$ cat config.mk
export PLATFORM = sky130hd
export DESIGN_NAME = cpu_start_ctrl
export DESIGN_NICKNAME = d
export VERILOG_FILES = /design/src/rtl/cpu_start_ctrl.sv
export SDC_FILE = /design/constraint.sdc
export NUM_CORES = 1
export LEC_CHECK = 0
export CAP_MARGIN = 10
export CORE_AREA = 3 3 67 53
export CTS_BUF_LIST = sky130_fd_sc_hd__clkbuf_4
export DETAILED_ROUTE_END_ITERATION = 8
export DIE_AREA = 0 0 70 56
export PLACE_DENSITY = 0.74
export RECOVER_POWER = 100
export SYNTH_ARGS = -nofsm -noshare
export SYNTH_HDL_FRONTEND = slang
export SYNTH_SLANG_ARGS = --single-unit
$ cat constraint.sdc
create_clock -name clk -period 2.2 [get_ports clk]
set_clock_uncertainty 0.2 [all_clocks]
set_input_delay 0.33 -clock clk [delete_from_list [all_inputs] [get_ports clk]]
set_output_delay 0.33 -clock clk [all_outputs]
set_load 0.01 [all_outputs]
$ cat src/rtl/cpu_start_ctrl.sv
// rtl/cpu_start_ctrl.sv - start pin synchroniser/debouncer and core reset/start sequencer
// Qualified rising edges of the start pin become start_req/start_ack handshakes with the core.
module cpu_start_ctrl #(
  parameter int SYNC_STAGES = 2,
  parameter int DEBOUNCE    = 4,
  parameter int RST_HOLD    = 16,
  parameter int ACK_TIMEOUT = 64,
  parameter int COUNT_W     = 8
) (
  input  logic               clk,
  input  logic               rst_a,
  input  logic               xctrl_cpu_start,
  input  logic               test_mode,
  input  logic               core_halted,
  input  logic               start_ack,
  output logic               core_rst,
  output logic               start_req,
  output logic [1:0]         state,
  output logic               start_timeout,
  output logic [COUNT_W-1:0] start_count
);

  localparam int DEB_W  = (DEBOUNCE > 1) ? $clog2(DEBOUNCE) : 1;
  localparam int HOLD_W = $clog2(RST_HOLD + 1);
  localparam int TO_W   = $clog2(ACK_TIMEOUT);

  typedef enum logic [1:0] {
    RESET_HOLD = 2'd0,
    HALTED     = 2'd1,
    START_REQ  = 2'd2,
    RUNNING    = 2'd3
  } state_t;

  logic [SYNC_STAGES-1:0] sync_q;
  logic                   sync;
  logic                   filt;
  logic                   filt_d;
  logic                   rise;
  logic [DEB_W-1:0]       deb;

  assign sync = sync_q[SYNC_STAGES-1];
  assign rise = filt & ~filt_d;

  // The filtered level only follows sync after DEBOUNCE consecutive disagreeing cycles.
  always_ff @(posedge clk) begin
    if (rst_a) begin
      sync_q <= '0;
      filt   <= 1'b0;
      filt_d <= 1'b0;
      deb    <= '0;
    end else begin
      sync_q <= {sync_q[SYNC_STAGES-2:0], xctrl_cpu_start};
      filt_d <= filt;
      if (sync != filt) begin
        if (deb == DEB_W'(DEBOUNCE - 1)) begin
          filt <= sync;
          deb  <= '0;
        end else begin
          deb <= deb + 1'b1;
        end
      end else begin
        deb <= '0;
      end
    end
  end

  state_t             state_q;
  state_t             state_d;
  logic               core_rst_d;
  logic               start_req_d;
  logic               timeout_d;
  logic [COUNT_W-1:0] count_d;
  logic [HOLD_W-1:0]  hold_q;
  logic [HOLD_W-1:0]  hold_d;
  logic [TO_W-1:0]    to_q;
  logic [TO_W-1:0]    to_d;

  always_ff @(posedge clk) begin
    if (rst_a) begin
      state_q       <= RESET_HOLD;
      core_rst      <= 1'b1;
      start_req     <= 1'b0;
      start_timeout <= 1'b0;
      start_count   <= '0;
      hold_q        <= HOLD_W'(RST_HOLD);
      to_q          <= '0;
    end else begin
      state_q       <= state_d;
      core_rst      <= core_rst_d;
      start_req     <= start_req_d;
      start_timeout <= timeout_d;
      start_count   <= count_d;
      hold_q        <= hold_d;
      to_q          <= to_d;
    end
  end

  always_comb begin
    state_d     = state_q;
    core_rst_d  = core_rst;
    start_req_d = start_req;
    timeout_d   = start_timeout;
    count_d     = start_count;
    hold_d      = hold_q;
    to_d        = to_q;
    case (state_q)
      RESET_HOLD: begin
        core_rst_d = 1'b1;
        if (hold_q == '0) begin
          state_d    = HALTED;
          core_rst_d = 1'b0;
        end else begin
          hold_d = hold_q - 1'b1;
        end
      end
      HALTED: begin
        // A rise seen under test_mode is dropped, not remembered for later.
        if (rise && !test_mode) begin
          state_d     = START_REQ;
          start_req_d = 1'b1;
          to_d        = '0;
        end
      end
      START_REQ: begin
        if (start_ack) begin
          state_d     = RUNNING;
          start_req_d = 1'b0;
          if (start_count != '1) begin
            count_d = start_count + 1'b1;
          end
        end else if (to_q == TO_W'(ACK_TIMEOUT - 1)) begin
          state_d     = HALTED;
          start_req_d = 1'b0;
          timeout_d   = 1'b1;
        end else begin
          to_d = to_q + 1'b1;
        end
      end
      RUNNING: begin
        if (core_halted) begin
          state_d = HALTED;
        end
      end
      default: begin
        state_d = RESET_HOLD;
      end
    endcase
  end

  assign state = state_q;

endmodule

==> summary.txt <==
outcome: complete, no violations
GP Congestion: 0.814
Synth Cell Area: 1490 µm²
# rows: 17
routed wire length: 3.31 mm
fraction of registers with async set or reset after synthesis: 0%
Buf/Inv on CP: 1
largest net degree at the start of global routing: 16
Peak VDD IR: 0.377 mV
number of flops mapped to enable cells by yosys: 0
DPL Wire Length: 2.33 mm
Post-synth top flop: dfxtp_1
CP max-delay cell: or4b_4
slew margin rel.: 64.8%
Iter 0 DRT Violations: 75
die area: 3920 µm²
placed insts: 227
PwrDens: 764 nW/µm²
max-cap viol count: 0
H-tree depth: 2
I/O Pins: 19
Crit Path Max Fanout: 3
CP Capture Type: flop
WS Path Type: flop to flop
post-route ant nets: 0
fmax: 471 MHz
number of antenna violations at the first check in global routing: 0
clock latency at the later pin of the worst-skew pair: 0.33 ns
clock slew at reported path FFs: 0.10 ns
Core Box Area: 2940 µm²
CTS root buf: clkbuf_4
crit path DAT: 2.15 ns
Period Utilization, post-route: 96.4%
Yosys reg bits: 30
Num CTS Buffers: 5
initial core utilization: 50.6%
Cells after Synth: 168
DRC: 0
Port Buf Inserts: 18
vias in the first global route: 1,309
Longest Clk Path Bufs: 2
cell area after placement: 1760 µm²
CTS Hold Bufs: 0
Max Transition Viols Final: 0
syn nets: 183
Yosys top cell by area: dfxtp_1
final hold violation count: 0
type of the most critical hold path: flop to flop
TritonCTS sink count: 30
CP Launch Type: flop
detailed-route via count: 1,315
worst slew pin tran: 0.526 ns
Final Critical Period: 2.12 ns
# nets final: 212
post-synthesis average cell area: 8.84 µm²
first-pass GRT wire length: 5.62 mm
most frequent cell after synthesis: dfxtp_1
cell family with the largest share of critical-path delay: compound AO/OA/AOI/OAI gates
CTS tree: yes
LEAKAGE: 0.000730 µW
All-Layer GR Usage: 17.8%
die height: 56 µm
Layout Cells excl Fill: 236
Die X-Extent: 70 µm
routed wire length per instance: 14.0 µm
share of layout cells above drive strength 1: 11.6%
Synth top area share: 40.4%
via/cell ratio: 5.57
diode count: 0
DRT Pass-1 Iters: 4
global route overflow: 0
Distinct cells, synth: 47
commonest cells in the netlist: dfxtp_1, nor2_1, a21oi_1
Finish-stage setup viols: 0
Yosys Warn Count: 0
Worst path max stage delay: 0.46 ns
Area Growth Syn to Fin: 23.1%
FF-to-FF setup slack: 0.08 ns
Critical Path RT: 2.23 ns
finished layout cell area: 1830 µm²
critical-path cell list: inv_2 > ha_4 > or4b_4 > a22o_1 > a221oi_2 > mux2_4
register area share after synthesis: 40.4%
synth top area cells: dfxtp_1, ha_1, nor2_1, a21oi_1, inv_1
==> metrics by stage <==
step | hold WS [ns] | power [µW] | utilization (%) | setup slack (ns) | TNS [ns]
after floorplan | 0.197 | 927 | - | 0.0780 | 0
after global placement | 0.204 | 1020 | 59.8 | 0.0236 | 0
after detailed placement | 0.229 | 1040 | 59.8 | -0.0591 | -0.103
after CTS | 0.251 | 1370 | 61.8 | 0.00892 | 0
after global routing | 0.266 | 1500 | 62.3 | -0.00280 | -0.00280
final | 0.245 | 1400 | 62.3 | 0.0787 | 0
==> metal layers <==
metal | up-vias | wire, µm | track usage [%]
met5 | - | 0 | 0
met4 | 0 | 59 | 7.38
met3 | 9 | 204 | 5.42
met2 | 42 | 1500 | 27.1
met1 | 611 | 1540 | 23.4
li1 | 653 | - | -
==> power by group <==
part           switching, µW  total, µW  internal, µW
registers               49.7        652           602
logic                    213        431           218
clock network            182        314           132
total                    445       1400           952
==> layout make-up <==
class	instances	area [µm²]
inverter	11	41.3
multi-input combinational	121	842
clock buffer	6	45.0
sequential	30	603
clock inverter	2	8.76
fill	243	1110
tap	38	47.5
timing repair buffer	28	240
==> what timing repair did <==
action,CTS,global route
endpoints found under the hold margin,0,0
resized for setup,2,6
setup buffers,0,1
pin swaps,1,1
setup endpoints to repair,1,3
==> cell families (layout without fill, tap and decap cells) <==
| logic type | after synthesis | count (layout) | share of synthesized area [%] |
|---|---|---|---|
| multiplexers | 7 | 7 | 4.97 |
| XOR/XNOR | 5 | 5 | 2.95 |
| adder cells (fa/ha/maj) | 9 | 9 | 7.58 |
| buffers and inverters | 17 | 47 | 4.38 |
| flip-flops | 30 | 30 | 40.4 |
| AND/OR/NAND/NOR | 66 | 66 | 23.6 |
| AO/OA/AOI/OAI | 34 | 34 | 16.1 |
==> layout by cell type, fill, tap and decap left out, drive strengths merged, types with 4 or more instances in the layout <==
cell / instances
dfxtp: 30
nor2: 17
dlygate4sd3: 14
a21oi: 12
nand2: 11
inv: 11
clkbuf: 10
ha: 9
nand3: 8
nor2b: 6
buf: 6
nor3: 5
mux2i: 4
clkdlybuf4s50: 4
==> flip-flops by register name (all words and copies together), names as in the netlist <==
register       flops
filt               1
start_timeout      1
core_rst           1
start_req          1
start_count        8
to_q               6
deb                2
hold_q             5
filt_d             1
sync_q             2
state              2
==> worst paths after layout <==
path                  start         to  cells after the start
setup / recovery  hold_q[1]   state[0]                      6
hold / removal    sync_q[0]  sync_q[1]                      1
setup reg to reg  hold_q[1]   state[0]                      6
hold reg to reg   sync_q[0]  sync_q[1]                      1
Note: power is estimated with default switching activity, not from simulation.
